`src/rtl/intersection_scheduler.sv`:
```
// -----------------------------------------------------------------------------
// intersection_scheduler
//   Four-phase traffic-light scheduler. Each served phase runs GREEN, then a
//   fixed YELLOW interval, then a fixed ALL_RED clearance, before the next
//   phase is chosen (preemption first, otherwise round-robin over requests).
//
// Ports
//   clk        : clock, all state changes on the rising edge
//   rst_n      : asynchronous active-low reset
//   req        : [3:0] level vehicle-waiting request, one bit per phase
//   preempt    : emergency preemption request (level)
//   preempt_ph : [1:0] phase demanded by preempt
//   grn        : [3:0] one-hot green for the current phase
//   yel        : [3:0] one-hot yellow for the current phase
//   all_red    : all phases red (IDLE or ALL_RED clearance)
//   cur_ph     : [1:0] current or last served phase
//   served     : one-cycle pulse in the cycle after GREEN exits
// -----------------------------------------------------------------------------
module intersection_scheduler #(
  parameter int unsigned MIN_GRN = 4,
  parameter int unsigned MAX_GRN = 10,
  parameter int unsigned YEL_CYC = 3,
  parameter int unsigned RED_CYC = 2
) (
  input  logic       clk,
  input  logic       rst_n,
  input  logic [3:0] req,
  input  logic       preempt,
  input  logic [1:0] preempt_ph,
  output logic [3:0] grn,
  output logic [3:0] yel,
  output logic       all_red,
  output logic [1:0] cur_ph,
  output logic       served
);

  localparam int unsigned TW = 4;
  localparam int unsigned PW = 2;

  // Last timer value of each interval (timer reads 0 in a state's first cycle).
  localparam logic [TW-1:0] MIN_LAST = TW'(MIN_GRN - 1);
  localparam logic [TW-1:0] MAX_LAST = TW'(MAX_GRN - 1);
  localparam logic [TW-1:0] YEL_LAST = TW'(YEL_CYC - 1);
  localparam logic [TW-1:0] RED_LAST = TW'(RED_CYC - 1);
  localparam logic [TW-1:0] TMR_SAT  = '1;

  typedef enum logic [1:0] {
    S_IDLE    = 2'd0,
    S_GREEN   = 2'd1,
    S_YELLOW  = 2'd2,
    S_ALL_RED = 2'd3
  } state_e;

  state_e        state_q, state_d;
  logic [TW-1:0] timer_q, timer_d;
  logic [PW-1:0] ph_q, ph_d;
  logic [3:0]    grn_q, grn_d;
  logic [3:0]    yel_q, yel_d;
  logic          all_red_q, all_red_d;
  logic          served_q, served_d;

  logic [PW-1:0] cand;
  logic [PW-1:0] rr_ph;
  logic          rr_hit;
  logic [PW-1:0] sel_ph;
  logic          go;
  logic          other;

  function automatic logic [3:0] onehot(input logic [PW-1:0] p);
    onehot = 4'b0001 << p;
  endfunction

  // Round-robin search: ph_q+1, ph_q+2, ph_q+3, then ph_q itself last.
  always_comb begin
    cand   = ph_q;
    rr_ph  = ph_q;
    rr_hit = 1'b0;
    for (int k = 1; k <= 4; k++) begin
      cand = ph_q + PW'(k);
      if (!rr_hit && req[cand]) begin
        rr_hit = 1'b1;
        rr_ph  = cand;
      end
    end
  end

  assign sel_ph = preempt ? preempt_ph : rr_ph;
  assign go     = preempt | (|req);
  assign other  = |(req & ~onehot(ph_q));

  // Next-state, phase, timer and registered-output decode.
  always_comb begin
    state_d   = state_q;
    ph_d      = ph_q;
    timer_d   = timer_q;
    grn_d     = 4'b0000;
    yel_d     = 4'b0000;
    all_red_d = 1'b0;
    served_d  = 1'b0;

    unique case (state_q)
      S_IDLE: begin
        if (go) begin
          state_d = S_GREEN;
          ph_d    = sel_ph;
        end
      end
      S_GREEN: begin
        if (preempt) begin
          // Preemption ignores MIN_GRN but holds if it already owns the green.
          if (preempt_ph != ph_q) begin
            state_d = S_YELLOW;
          end
        end else if (other && ((!req[ph_q] && (timer_q >= MIN_LAST)) ||
                               (timer_q >= MAX_LAST))) begin
          state_d = S_YELLOW;
        end
      end
      S_YELLOW: begin
        if (timer_q >= YEL_LAST) begin
          state_d = S_ALL_RED;
        end
      end
      S_ALL_RED: begin
        if (timer_q >= RED_LAST) begin
          if (go) begin
            state_d = S_GREEN;
            ph_d    = sel_ph;
          end else begin
            state_d = S_IDLE;
          end
        end
      end
      default: state_d = S_IDLE;
    endcase

    // Timer restarts on any state change, otherwise counts up and saturates.
    if (state_d != state_q) begin
      timer_d = '0;
    end else if (timer_q != TMR_SAT) begin
      timer_d = timer_q + TW'(1);
    end

    // Outputs are computed from the next state so that the registers hold
    // the decode of the current state.
    if (state_d == S_GREEN) begin
      grn_d = onehot(ph_d);
    end
    if (state_d == S_YELLOW) begin
      yel_d = onehot(ph_d);
    end
    all_red_d = (state_d == S_IDLE) || (state_d == S_ALL_RED);
    served_d  = (state_q == S_GREEN) && (state_d != S_GREEN);
  end

  // State and output registers.
  always_ff @(posedge clk or negedge rst_n) begin
    if (!rst_n) begin
      state_q   <= S_IDLE;
      timer_q   <= '0;
      ph_q      <= '0;
      grn_q     <= 4'b0000;
      yel_q     <= 4'b0000;
      all_red_q <= 1'b1;
      served_q  <= 1'b0;
    end else begin
      state_q   <= state_d;
      timer_q   <= timer_d;
      ph_q      <= ph_d;
      grn_q     <= grn_d;
      yel_q     <= yel_d;
      all_red_q <= all_red_d;
      served_q  <= served_d;
    end
  end

  assign grn     = grn_q;
  assign yel     = yel_q;
  assign all_red = all_red_q;
  assign cur_ph  = ph_q;
  assign served  = served_q;

endmodule

```
`config.mk`:
```
export PLATFORM = sky130hd
export DESIGN_NAME = intersection_scheduler
export DESIGN_NICKNAME = d
export VERILOG_FILES = /design/src/rtl/intersection_scheduler.sv
export SDC_FILE = /design/constraint.sdc
export NUM_CORES = 1
export LEC_CHECK = 0
export CORE_MARGIN = 2
export CORE_UTILIZATION = 49
export CTS_CLUSTER_DIAMETER = 200
export DETAILED_ROUTE_END_ITERATION = 16
export PLACE_DENSITY_LB_ADDON = 0.1
export SYNTH_ARGS = -nofsm -noshare
export SYNTH_HDL_FRONTEND = slang
export SYNTH_SLANG_ARGS = --single-unit
```
`constraint.sdc`:
```
create_clock -name clk -period 2.25 [get_ports clk]
set_input_delay 0.225 -clock clk [delete_from_list [all_inputs] [get_ports clk]]
set_output_delay 0.225 -clock clk [all_outputs]
set_load 0.01 [all_outputs]
```
==> flow_summary.ini, run 1 <==
[synth]
synth_area_leader_cell = dfrtp_1
synthSimpleGateAreaFrac = 0.185
ys_seq_elements = 18
synth-compound-area-share = 0.233
synth_xor_area_frac = 0.0185
synthAdderAreaFrac = 0.123
syn_area_sq_um = 1420
syn_nets = 176
yosysMostFrequentCell = dfrtp_1
synth_top_family_by_area = compound AO/OA/AOI/OAI gates
yosys-top-cells-count = dfrtp_1 (17), nand2_1 (15), ha_1 (14), inv_1 (13), nor2_1 (13)
post_synth_mux_area_share = 0.0668
syn_area_per_cell_sq_um = 9.31
synthFlopType = dfrtp_1
synth_edf_count = 0
netlist_instances = 153
seq_area_frac_synth = 0.317
netlist.area_leader.share = 0.299
postSynth.asyncResetShare = 1.00
synth.area.top_cells = dfrtp_1 (30%), ha_1 (12%), nand2_1 (4.0%)
synth.distinct_cells = 51
ys_warn_count = 0

[status]
failed_checks = setup timing
status = complete, but fails checks

[layout]
diodes = 0
area_growth_pct = 42.4
fill_cells = 200
drive_above_1_share = 0.351
utilization = 0.735
final_nets = 229

[timing]
fmax_mhz = 431
hold_violations = 0
setup_viol = 11
finClkSkew_ns = 0.000764
slew_headroom = 0.493
rsz0062_at_grt = yes
min_period_ns = 2.32
worstMarginPinSlew_ns = 0.758
drv_slew = 0
fin_crit_sh = 1.03
hold_slack_ns = 0.374
fin_ws_ns = -0.0717

[floorplan]
std_cell_rows = 19
io_pins = 21
die_x_um = 57.9
dieArea_sq_um = 3350
initial_core_util = 0.516
die_h_um = 57.9
coreArea_sq_um = 2760

[grt]
grt_overflow_total = 0
grt_max_degree = 19
grt_pass1_vias = 1384
antenna_found_initial = 0
grt_use_total = 0.241
grt_pass1_wl_mm = 6.29

[critical_path]
worst_setup_path_start_kind = flop
arrival_ns = 2.53
crit_required_ns = 2.46
critPathKind = reg2reg
r2r_slack_ns = -0.07
crit_fanout = 7
cp-end-kind = flop

[drt]
initialDrtViolationCount = 82
num_vias = 1376
routedWlPerCell_um = 15.3
drt-total-wl_mm = 3.61
ant_nets = 0
drtPass1Iterations = 5
drc = 0
drt-vias-per-instance = 5.83

[placed_design]
gp_congestion = 0.926
dp_hpwl_mm = 2.90
place.port_buffers = 20

[hold_path]
hp-class = in2async

[clocking]
numCtsBuffers = 3
cts_tree = yes
numClockSinks = 18
path_clk_slew_ns = 0.09
hold_buffers = 0
clockBufferDepth = 2
clkLatencyLatePin_ns = 0.29
clock-root-buffer = clkbuf_4
cts.htree.levels = 1

[power]
peakVddDrop_mv = 0.947
power_density_nw_per_um2 = 1160
leakagePower_nw = 0.894

[run]
maxCapViolCount = 0
[state kept, by name, summed over array words and instances, names as in the netlist]
register  count
all_red       1
cur_ph        2
grn           4
served        1
state_q       2
timer_q       4
yel           4
[path summary, 6_finish.rpt]
check	start	endpoint	cells after the start
hold / removal	rst_n	timer_q[0]	1
setup / recovery	cur_ph[0]	yel[0]	10
setup reg to reg	cur_ph[0]	yel[0]	10
min in group clk	timer_q[1]	timer_q[1]	3
hold reg to reg	timer_q[1]	timer_q[1]	3
max in group asynchronous	rst_n	cur_ph[0]	1
[kinds of logic after synthesis]
kind of cell	Yosys count
mux	7
xor+xnor	3
simple gates	52
buf+inv	19
flops	18
fa+ha+maj	14
compound gates	40
[what timing repair did]
item | 4_1_cts | 5_1_grt
setup buffers | 5 | 2
endpoints found under the setup margin | 15 | 15
resized for setup | 17 | 6
pin swaps | 12 | 4
[worst max-delay path, stage by stage, from the launching register on]
cell and delay [ns]:
dfrtp_2 0.44, buf_4 0.14, mux4_2 0.49, a21boi_4 0.16, o311ai_2 0.24, nand2_1 0.09, a22o_1 0.24, inv_2 0.08
ha_4 0.13, nand2_1 0.06, nor3b_1 0.17
[area by class of cell]
type	instances	area (sq um)	share of cell area
Sequential cell	18	453	0.223
Multi-Input combinational cell	116	1010	0.498
Tap cell	31	38.8	0.0191
Clock buffer	4	26.3	0.0130
Timing Repair Buffer	53	448	0.221
Inverter	14	52.6	0.0259
[placed cells by master (no fill, tap or decap), types with 2 or more instances in the layout]
master           instances
o21a_1                   2
mux4_2                   2
nor2_1                  13
xor2_1                   2
nand2_1                 12
dfrtp_1                 16
ha_1                     9
inv_2                    6
a22o_1                   3
ha_2                     2
buf_4                   33
nor3b_1                  3
nor3b_2                  2
nand3_1                  5
clkbuf_4                 3
clkdlybuf4s50_1         20
nand2_2                  3
nor3_1                   2
nor2b_2                  2
o311ai_2                 2
mux2i_1                  5
o21ai_0                  4
a21oi_1                  8
inv_1                    8
ha_4                     3
[layer usage]
layer	vias up	wire length, um	track usage
li1	660	-	-
met1	680	1500	0.305
met2	31	1970	0.432
met3	5	94	0.0402
met4	0	46	0.0532
met5	-	0	0
[metrics by stage]
step           std cells  worst slack [ns]  power (mW)  setup TNS, ns  cell area (sq um)
6_report             236           -0.0717        2.35         -0.267               2030
5_1_grt              236            -0.183        2.55          -1.81               2030
4_1_cts              234           -0.0538        2.30         -0.241               2000
3_5_place_dp         225            -0.347        2.00          -3.34               1870
3_3_place_gp         225            -0.235        1.94          -2.22               1870
2_1_floorplan        153          -0.00673        1.46        -0.0128               1470
[where the power goes]
group	leakage (nW)	total (mW)	switching [mW]	internal (mW)
clock network	0.0150	0.160	0.0915	0.0690
logic	0.644	1.69	0.851	0.837
registers	0.236	0.502	0.0706	0.431
total	0.894	2.35	1.01	1.34
No activity file was read; power rests on OpenSTA's default activity.
==> run 2, diff against run 1 <==
--- a/config.mk
+++ b/config.mk
@@ -5,9 +5,12 @@
 export SDC_FILE = /design/constraint.sdc
 export NUM_CORES = 1
 export LEC_CHECK = 0
+export CELL_PAD_IN_SITES_DETAIL_PLACEMENT = 0
+export CELL_PAD_IN_SITES_GLOBAL_PLACEMENT = 2
 export CORE_MARGIN = 2
-export CORE_UTILIZATION = 49
+export CORE_UTILIZATION = 30
 export CTS_CLUSTER_DIAMETER = 200
+export CTS_CLUSTER_SIZE = 30
 export DETAILED_ROUTE_END_ITERATION = 16
 export PLACE_DENSITY_LB_ADDON = 0.1
 export SYNTH_ARGS = -nofsm -noshare
==> run 2 against run 1 <==
The run still ends with setup timing left; critical path depth decreased by 1; core utilization down 25 points; clock-buffer cell count did not move; final cell count up 15%; largest cell class unchanged; sequential power rose by 3%; clock skew increased by 0.0019 ns.
==> flow_summary.ini, run 2 (synthesis gave the netlist of run 1 again) <==
[status]
status = complete, but fails checks
failed_checks = setup timing

[layout]
final_common_cell = buf_4
fin_area_sq_um = 2270
final_nets = 242
utilization = 0.488
most-common-layout-cells = buf_4 (44), clkdlybuf4s50_1 (20), dfrtp_1 (16)
drive_above_1_share = 0.422
area_growth_pct = 59.6
diodes = 0

[floorplan]
die_h_um = 72.9
coreArea_sq_um = 4660
initial_core_util = 0.306
std_cell_rows = 25
io_pins = 21
die_x_um = 72.9
dieArea_sq_um = 5310

[grt]
grt_use_total = 0.160
grt_pass1_wl_mm = 6.73
grt_pass1_vias = 1433
grt_max_degree = 19
grt_overflow_total = 0
antenna_found_initial = 0

[timing]
drv_slew = 0
slew_headroom = 0.466
worstMarginPinSlew_ns = 0.799
fin_ws_ns = -0.139
finClkSkew_ns = 0.00269
min_period_ns = 2.39
fmax_mhz = 419
hold_violations = 0
fin_crit_sh = 1.06
rsz0062_at_grt = yes
setup_viol = 12

[drt]
routedWlPerCell_um = 15.1
initialDrtViolationCount = 18
drt-total-wl_mm = 4.10
ant_nets = 0
drtPass1Iterations = 4
num_vias = 1399
drt-vias-per-instance = 5.14
drc = 0

[power]
p_seq_frac = 0.185
peakVddDrop_mv = 0.461
power_frac_comb = 0.722
leakagePower_nw = 1.01
power_density_nw_per_um2 = 1220
p_int_mw = 1.63
switching_share = 0.414
clkPwrFrac = 0.093
power_mw = 2.78
p_sw_mw = 1.15

[critical_path]
reg2reg_from = cur_ph[0]
cp-end-kind = flop
crit_fanout = 5
crit_required_ns = 2.38
arrival_ns = 2.52
worst_setup_path_start_kind = flop
reg2regPathDepth = 9
critPathKind = reg2reg
r2r-end = timer_q[3]
r2r_slack_ns = -0.14

[placed_design]
placed_area_sq_um = 1980
dp_hpwl_mm = 3.12
gp_congestion = 0.798
post-place-ws_ns = -0.338
place.port_buffers = 20

[clocking]
numClockSinks = 18
cts.htree.levels = 1
clockBufferDepth = 2
numCtsBuffers = 3
path_clk_slew_ns = 0.07
clkLatencyLatePin_ns = 0.25
cts_tree = yes
clock-root-buffer = clkbuf_8

[hold_path]
hp-class = in2async

[run]
maxCapViolCount = 0
-- run 2: cell count changes in the layout (fill, tap and decap cells not counted), sizes merged --
cell / before / now
buf: 33 / 46
-- run 2: critical path, cell delays in order (launching register included) --
cell	delay (ns)
dfrtp_2	0.41
buf_4	0.13
mux4_2	0.52
a21boi_4	0.18
buf_4	0.14
o31ai_2	0.29
a211oi_2	0.12
o311ai_2	0.26
buf_4	0.17
nor3_1	0.05
-- run 2: area by class of cell --
| type | count | area (sq um) |
|---|---|---|
| Inverter | 14 | 52.6 |
| Sequential cell | 18 | 453 |
| Fill cell | 445 | 2390 |
| Multi-Input combinational cell | 116 | 1090 |
| Clock buffer | 4 | 55.1 |
| Timing Repair Buffer | 66 | 553 |
| Tap cell | 54 | 67.6 |
-- run 2: per-stage QoR --
stage / hold WS (ns) / setup TNS (ns) / cells
6_report: 0.439 / -0.867 / 272
3_5_place_dp: 0.693 / -3.07 / 259
4_1_cts: 0.469 / -0.276 / 267
5_1_grt: 0.527 / -2.55 / 272
3_3_place_gp: 0.684 / -2.89 / 259
2_1_floorplan: -0.0706 / -0.0128 / 153
-- run 2: repair_timing --
item / CTS / global route
hold buffers: 0 / 0
gates resized for setup: 22 / 16
pin swaps: 4 / 7
endpoints found under the setup margin: 12 / 15
setup buffers: 4 / 5
-- run 2: power groups by stage --
stage | clock network [mW] | logic [mW] | registers [mW]
after global routing | 0.283 | 2.19 | 0.528
after floorplan | 0 | 0.924 | 0.534
after global placement | 0 | 1.58 | 0.510
after detailed placement | 0 | 1.60 | 0.515
after CTS | 0.269 | 1.83 | 0.516
final | 0.259 | 2.01 | 0.515
-- run 2: worst max-delay path by stage --
| stage | startpoint | end |
|---|---|---|
| 6_report | cur_ph[0] | timer_q[3] |
| 5_1_grt | cur_ph[0] | grn[2] |
| 3_3_place_gp | req[3] | yel[0] |
| 2_1_floorplan | cur_ph[0] | grn[0] |
| 4_1_cts | cur_ph[0] | yel[2] |
| 3_5_place_dp | req[3] | yel[0] |
-- run 2: routing by layer --
layer / track usage / wire [um]
met5: 0 / 0
met3: 0.0276 / 115
met4: 0.0370 / 75
met1: 0.200 / 1750
met2: 0.286 / 2160
